==> src/rtl/scoreboard_hazard_unit.sv <==
// scoreboard_hazard_unit
//   Register scoreboard for decode hazard detection with out-of-order
//   completion. Fixed-latency results are tracked by per-register
//   countdowns plus a writeback-slot reservation vector; variable-latency
//   results (loads) are tracked by busy bits and an outstanding count.
//
// Ports
//   clk_i, rst_i            clock, synchronous active-high reset
//   dec_valid_i             decode holds a valid instruction
//   rs1/rs2_needed_i, rs1/rs2_i   source operands
//   rd_wr_en_i, rd_i        destination write
//   is_var_lat_i, lat_i     variable-latency flag / fixed latency
//   is_barrier_i            issue only with an empty scoreboard
//   freeze_i                backend stall, freezes fixed pipeline
//   wb_valid_i, wb_reg_i    variable-latency writeback
//   stall_decode_o, stall_fetch_o, bubble_o   stall (all identical)
//   issue_o                 instruction leaves decode this cycle
//   hazard_cause_o          0 none,1 freeze,2 RAW,3 WAW,4 WB,5 full,6 barrier
//   outstanding_o           in-flight variable-latency writers
//   err_o                   sticky writeback-to-idle-register error
module scoreboard_hazard_unit #(
  parameter int unsigned REGISTER_WIDTH  = 5,
  parameter int unsigned MAX_LATENCY     = 8,
  parameter int unsigned LAT_WIDTH       = $clog2(MAX_LATENCY + 1),
  parameter int unsigned MAX_OUTSTANDING = 4,
  parameter bit          BYPASS_LAST     = 1'b1
) (
  input  logic                                   clk_i,
  input  logic                                   rst_i,
  input  logic                                   dec_valid_i,
  input  logic                                   rs1_needed_i,
  input  logic                                   rs2_needed_i,
  input  logic [REGISTER_WIDTH-1:0]              rs1_i,
  input  logic [REGISTER_WIDTH-1:0]              rs2_i,
  input  logic                                   rd_wr_en_i,
  input  logic [REGISTER_WIDTH-1:0]              rd_i,
  input  logic                                   is_var_lat_i,
  input  logic [LAT_WIDTH-1:0]                   lat_i,
  input  logic                                   is_barrier_i,
  input  logic                                   freeze_i,
  input  logic                                   wb_valid_i,
  input  logic [REGISTER_WIDTH-1:0]              wb_reg_i,
  output logic                                   stall_decode_o,
  output logic                                   stall_fetch_o,
  output logic                                   bubble_o,
  output logic                                   issue_o,
  output logic [2:0]                             hazard_cause_o,
  output logic [$clog2(MAX_OUTSTANDING+1)-1:0]   outstanding_o,
  output logic                                   err_o
);

  localparam int unsigned NUM_REGS = 2 ** REGISTER_WIDTH;
  localparam int unsigned OUT_W    = $clog2(MAX_OUTSTANDING + 1);
  localparam logic [MAX_LATENCY:0] RES_ONE = {{MAX_LATENCY{1'b0}}, 1'b1};

  typedef enum logic [2:0] {
    CAUSE_NONE    = 3'd0,
    CAUSE_FREEZE  = 3'd1,
    CAUSE_RAW     = 3'd2,
    CAUSE_WAW     = 3'd3,
    CAUSE_WB      = 3'd4,
    CAUSE_FULL    = 3'd5,
    CAUSE_BARRIER = 3'd6
  } cause_e;

  logic [LAT_WIDTH-1:0] cnt_q [NUM_REGS];
  logic [LAT_WIDTH-1:0] cnt_d [NUM_REGS];
  logic [NUM_REGS-1:0]  vbusy_q, vbusy_d;
  logic [MAX_LATENCY:0] res_q, res_d;
  logic [OUT_W-1:0]     outs_q, outs_d;
  logic                 err_q, err_d;

  logic   raw1, raw2, waw, wb_conf, full, barrier, any_busy;
  logic   writer, fix_wr, var_wr, stall, issue;
  logic   wb_hit, var_inc, var_dec;
  cause_e cause;

  // Hazard detection, all from current state
  always_comb begin
    raw1 = rs1_needed_i && (rs1_i != '0) &&
           (vbusy_q[rs1_i] || (cnt_q[rs1_i] > LAT_WIDTH'(1)) ||
            ((cnt_q[rs1_i] == LAT_WIDTH'(1)) && (BYPASS_LAST == 1'b0)));
    raw2 = rs2_needed_i && (rs2_i != '0) &&
           (vbusy_q[rs2_i] || (cnt_q[rs2_i] > LAT_WIDTH'(1)) ||
            ((cnt_q[rs2_i] == LAT_WIDTH'(1)) && (BYPASS_LAST == 1'b0)));

    // A write to r0 is architecturally a no-op: it neither hazards nor reserves
    writer = rd_wr_en_i && (rd_i != '0);
    fix_wr = writer && !is_var_lat_i;
    var_wr = writer && is_var_lat_i;

    waw = writer && (vbusy_q[rd_i] || (cnt_q[rd_i] != '0));
    // Shifting out of range yields zero, so oversize latencies never match
    wb_conf = fix_wr && ((res_q & (RES_ONE << lat_i)) != '0);
    full = var_wr && (outs_q == OUT_W'(MAX_OUTSTANDING));

    any_busy = (vbusy_q != '0) || (res_q != '0);
    for (int unsigned r = 0; r < NUM_REGS; r++) begin
      if (cnt_q[r] != '0) any_busy = 1'b1;
    end
    barrier = is_barrier_i && any_busy;

    cause = CAUSE_NONE;
    if (freeze_i)          cause = CAUSE_FREEZE;
    else if (dec_valid_i) begin
      if (raw1 || raw2)    cause = CAUSE_RAW;
      else if (waw)        cause = CAUSE_WAW;
      else if (wb_conf)    cause = CAUSE_WB;
      else if (full)       cause = CAUSE_FULL;
      else if (barrier)    cause = CAUSE_BARRIER;
    end

    stall = (cause != CAUSE_NONE);
    issue = dec_valid_i && !stall;
  end

  // Scoreboard next state
  always_comb begin
    for (int unsigned r = 0; r < NUM_REGS; r++) begin
      cnt_d[r] = cnt_q[r];
      if (!freeze_i && (cnt_q[r] != '0)) cnt_d[r] = cnt_q[r] - LAT_WIDTH'(1);
    end
    res_d   = freeze_i ? res_q : (res_q >> 1);
    vbusy_d = vbusy_q;
    err_d   = err_q;

    wb_hit  = wb_valid_i && vbusy_q[wb_reg_i];
    var_dec = wb_hit;
    var_inc = issue && var_wr;
    if (wb_hit)                   vbusy_d[wb_reg_i] = 1'b0;
    else if (wb_valid_i)          err_d = 1'b1;

    if (issue && fix_wr) begin
      cnt_d[rd_i] = lat_i;
      // Reservation lands one below the latency because the vector shifts this edge
      if (lat_i != '0) res_d = res_d | (RES_ONE << (lat_i - LAT_WIDTH'(1)));
    end
    // Set after clear so a same-register issue wins over the writeback
    if (var_inc) vbusy_d[rd_i] = 1'b1;

    outs_d = outs_q;
    if (var_inc && !var_dec)      outs_d = outs_q + OUT_W'(1);
    else if (var_dec && !var_inc) outs_d = outs_q - OUT_W'(1);
  end

  always_ff @(posedge clk_i) begin
    if (rst_i) begin
      for (int unsigned r = 0; r < NUM_REGS; r++) cnt_q[r] <= '0;
      vbusy_q <= '0;
      res_q   <= '0;
      outs_q  <= '0;
      err_q   <= 1'b0;
    end else begin
      for (int unsigned r = 0; r < NUM_REGS; r++) cnt_q[r] <= cnt_d[r];
      vbusy_q <= vbusy_d;
      res_q   <= res_d;
      outs_q  <= outs_d;
      err_q   <= err_d;
    end
  end

  assign stall_decode_o = stall;
  assign stall_fetch_o  = stall;
  assign bubble_o       = stall;
  assign issue_o        = issue;
  assign hazard_cause_o = cause;
  assign outstanding_o  = outs_q;
  assign err_o          = err_q;

endmodule

==> config.mk <==
export PLATFORM = sky130hd
export DESIGN_NAME = scoreboard_hazard_unit
export DESIGN_NICKNAME = d
export VERILOG_FILES = /design/src/rtl/scoreboard_hazard_unit.sv
export SDC_FILE = /design/constraint.sdc
export NUM_CORES = 1
export LEC_CHECK = 0
export BUFFER_PORTS_ARGS = -buffer_cell sky130_fd_sc_hd__clkbuf_2
export CORE_MARGIN = 3
export CORE_UTILIZATION = 55
export CTS_CLUSTER_SIZE = 16
export DETAILED_ROUTE_END_ITERATION = 10
export PLACE_DENSITY = 0.8
export REMOVE_ABC_BUFFERS = 1
export SLEW_MARGIN = 0
export SYNTH_ARGS = -nofsm -noshare
export SYNTH_HDL_FRONTEND = slang
export SYNTH_SLANG_ARGS = --single-unit
==> constraint.sdc <==
create_clock -name clk_i -period 4.68 [get_ports clk_i]
set_clock_uncertainty 0.05 [all_clocks]
set_input_delay 0.234 -clock clk_i [delete_from_list [all_inputs] [get_ports clk_i]]
set_output_delay 0.234 -clock clk_i [all_outputs]
set_load 0.02 [all_outputs]
==> impl.org <==
** Status
- Run status :: finished, final reports clean

** Synth
- For this run, the register share of the synthesized area comes to 27.92%.
- Number of standard cells after synthesis :: 1544
- Top post-synthesis cells by area :: dfxtp_1 (28%), mux2_2 (9.2%), nor2_1 (5.9%), a21oi_1 (4.1%), mux4_2 (3.6%)
- Summed over its instances, the top area cell type makes up 27.92% of the synthesized netlist area.
- Cell variety after synth :: 65
- Post-Synthesis Mean Instance Area :: 8.035 um2
- Among all cell types in the netlist, the one instantiated most often is nor2_1.
- Counting flops with a built-in enable in the synthesized netlist gives 0.
- Of all flip-flops after synthesis, the portion carrying an async set or reset was 0%.
- Summed over all instances, the cell type with the most area after synthesis is dfxtp_1.
- Synth top cells by count :: nor2_1 (195), dfxtp_1 (173), a21oi_1 (102)
- Among all flip-flop cells after synthesis, the most frequent one is dfxtp_1.
- The synthesized netlist occupies a cell area of 12410 um2.
- Total number of yosys warnings :: 0
- Counting flops and latches in the post-synthesis netlist gives 173.

** Power
- Of the total power, registers draw 31.5%.
- Logic pwr share :: 46.4%
- Summed over all cells, the static leakage comes to 0.005249 uW.
- Power per unit of standard cell area :: 532.4 nW/um2
- Int Pwr :: 4275 uW
- The completed layout was analyzed and its total power is 7197 uW.
- Sw Ratio :: 40.60%
- Peak supply drop :: 0.2666 mV
- Net switching component of the power :: 2922 uW
- Part of the total power dissipated in the clock network :: 22.1%

** Timing
- Post-route minimum period :: 4422 ps
- The final-report max-slew violation count was 0.
- Period utilisation layout :: 94.49%
- Maximum operating frequency :: 226.1 MHz
- Fin Setup TNS :: 0 ps
- At the pin with the least slew margin, the transition time is 1117 ps.
- In this run the tightest slew margin relative to its limit is 24.83%.
- Final setup violation count :: 0
- Setup repair after global routing missed its margin :: no
- Count of endpoints failing hold in the final timing report :: 0

** CTS
- Clock Path Buffers :: 2
- CTS tree :: done
- Clock tree synthesis found a total of 173 sinks.
- For the worst-skew pair, the clock arrives at the later sink with an insertion delay of 440 ps.
- Total of hold buffers inserted after clock tree synthesis :: 0
- Clock tree synthesis inserted a total of 17 buffers.
- Total setup buffers inserted after CTS :: 0
- The tree is rooted in a clkbuf_16.
- The H-tree generated during clock tree synthesis spans 4 levels.
- Clock-pin slew was measured on the worst setup and hold paths at 70 ps.

** Place
- Total half-perimeter wirelength after legalization and detailed placement :: 30090 um
- The congestion estimate from routability-driven global placement came to 1.074.
- Cell count after placement :: 1798
- The count of buffers added on input and output ports is 44.
- Standard cell area after detailed placement :: 12870 um2

** Floorplan
- I/O pin count :: 45
- The floorplan step set the die height to 156.2 um.
- Die width :: 156.2 um
- Starting Density :: 56.32%
- The floorplan has 54 rows.
- The die covers 24390 um2.
- Core outline area :: 22030 um2

** Finish
- Final cell area excluding filler cells :: 13520 um2
- Layout Area Growth over Synthesis :: 8.956%
- Final net count :: 1607
- Share of layout cells above drive strength 1 :: 15.36%
- Fill cells in the final layout number 1882.
- Once layout is complete, the cells apart from fillers number 1830.
- Sequential cell area in the final layout :: 3463 um2
- Area of the multi-input gates :: 8263 um2
- Post-layout util :: 61.37%

** Setup path
- Along the worst path, the maximum fanout reaches 5.
- Reg-to-reg endpoint :: outstanding_o[2]
- The startpoint identified for the worst register-to-register timing path is cnt_q[2][1].
- Required time at the worst-slack endpoint :: 4990 ps
- Critical path class :: reg2reg
- The number of cells on the worst reg-to-reg path is 16.
- Register-to-register setup slack :: 260 ps
- Worst path arrival time :: 4730 ps
- Launching element type of the critical path :: register
- Sort of element at the end of the critical path :: register

** Hold path
- The worst hold path was traced through 3 stages.
- The tightest min-delay check is of the in2reg type.
- In this run the most critical hold path is launched from wb_valid_i.
- For hold timing, the worst endpoint is err_o.

** Detailed routing
- The final route contains 12515 vias.
- Routed wire length per instance :: 23.14 um
- Remaining routing DRC violations :: 0
- Once detail routing completed, the nets flagged for antenna violations numbered 0.
- The final layout contains routed wiring with a total length of 42340 um.
- For this run, the detailed router's first-pass iteration total came to 8.
- The detailed router finished its first iteration with 1720 violations.
- After detailed routing, the number of vias per cell comes to 6.839.

** Global routing
- Global router's overall resource usage :: 34.21%
- Residual overflow from global routing :: 0
- Wire length of the first global-routing pass :: 65520 um
- The initial antenna violation count is 0.
- Entering global routing, the biggest net connects 110 pins.
- Number of global-route vias before repair :: 11550

** Flow run
- Max-cap violations in this run came to 0.
## per-stage QoR
step | hold slack (ps) | setup slack (ps)
final | 22.25 | 258.0
after global routing | 73.25 | 97.91
after CTS | 16.02 | 345.5
after floorplan | 253.1 | -7.032
after detailed placement | 405.6 | 78.04
after global placement | 403.3 | 126.4
## area by class of cell
class / instances / area share, %
clock inverter: 10 / 1.389
antenna: 1 / 0.01851
multi-input combinational: 1189 / 61.13
timing repair buffer: 74 / 3.638
inverter: 82 / 2.277
sequential: 173 / 25.62
tap: 280 / 2.592
clock buffer: 21 / 3.332
## repair_timing
action / in CTS / in global routing
hold endpoints to repair: 0 / 0
endpoints found under the setup margin: 1 / 0
gates resized for setup: 1 / 0
## flip-flops by register name (all words and copies together), names as in the netlist
name           flops
outstanding_o      3
res_q              9
vbusy_q           32
cnt_q            128
err_o              1
## power groups by stage
stage                     clock network [uW]  registers, uW  logic, uW
after CTS                               1590           2250       3270
after floorplan                            0           2130       2410
after global routing                    1650           2310       3670
final                                   1590           2270       3340
after global placement                     0           2270       3160
after detailed placement                   0           2280       3230
## routing by layer
| metal | up-vias | share of wire (%) | global-route usage, % |
|---|---|---|---|
| met4 | 0 | 6.3 | 18.38 |
| met5 | - | 0 | 0 |
| met3 | 220 | 13 | 10.15 |
| li1 | 5674 | - | - |
| met1 | 5788 | 39 | 44.99 |
| met2 | 833 | 42 | 50.56 |
## cells in the final DEF (no fill, tap or decap), drive strengths merged, types with 11 or more instances in the layout
master | Yosys | layout
a211oi | 18 | 18
a21o | 28 | 28
a21oi | 102 | 102
a32oi | 11 | 11
buf | 19 | 32
clkbuf | 81 | 63
dfxtp | 173 | 173
ha | 35 | 35
inv | 81 | 82
mux2 | 105 | 105
mux2i | 42 | 42
mux4 | 20 | 20
nand2 | 62 | 62
nand2b | 41 | 41
nand3 | 11 | 11
nand3b | 15 | 15
nand4 | 49 | 49
nor2 | 195 | 195
nor2b | 36 | 36
nor3 | 56 | 56
nor3b | 45 | 45
nor4 | 69 | 69
o21ai | 69 | 69
or4 | 29 | 29
xnor2 | 31 | 31
## critical path, stage by stage, from the launching register on
cell,delay [ps]
dfxtp_1,340
inv_1,70
ha_1,180
nor3b_2,450
nand3_1,260
nor4_1,620
a31oi_1,240
nor3_2,210
nor4b_4,250
o21a_1,200
and3_1,180
ha_1,190
inv_1,70
fa_1,370
xor2_1,180
or3_1,320
a21oi_1,150
## cells by family after synthesis
family | share of synthesized area (%)
adders and majority gates | 3.691
muxes | 16.55
and+or+nand+nor | 29.24
buffers and inverters | 5.658
DFF | 27.92
AOI/OAI and AO/OA | 14.33
xor gates and xnor gates | 2.612
## worst max path at each step
stage / start / end / slack (ps) / cells after the start
after global placement: cnt_q[2][0] / outstanding_o[2] / 130 / 16
final: cnt_q[2][1] / outstanding_o[2] / 260 / 16
after detailed placement: cnt_q[2][1] / outstanding_o[2] / 80 / 16
after global routing: cnt_q[2][1] / outstanding_o[2] / 100 / 16
after CTS: cnt_q[2][1] / outstanding_o[2] / 350 / 16
after floorplan: cnt_q[19][0] / outstanding_o[2] / -7 / 16
(Power assumes the default switching activity.)
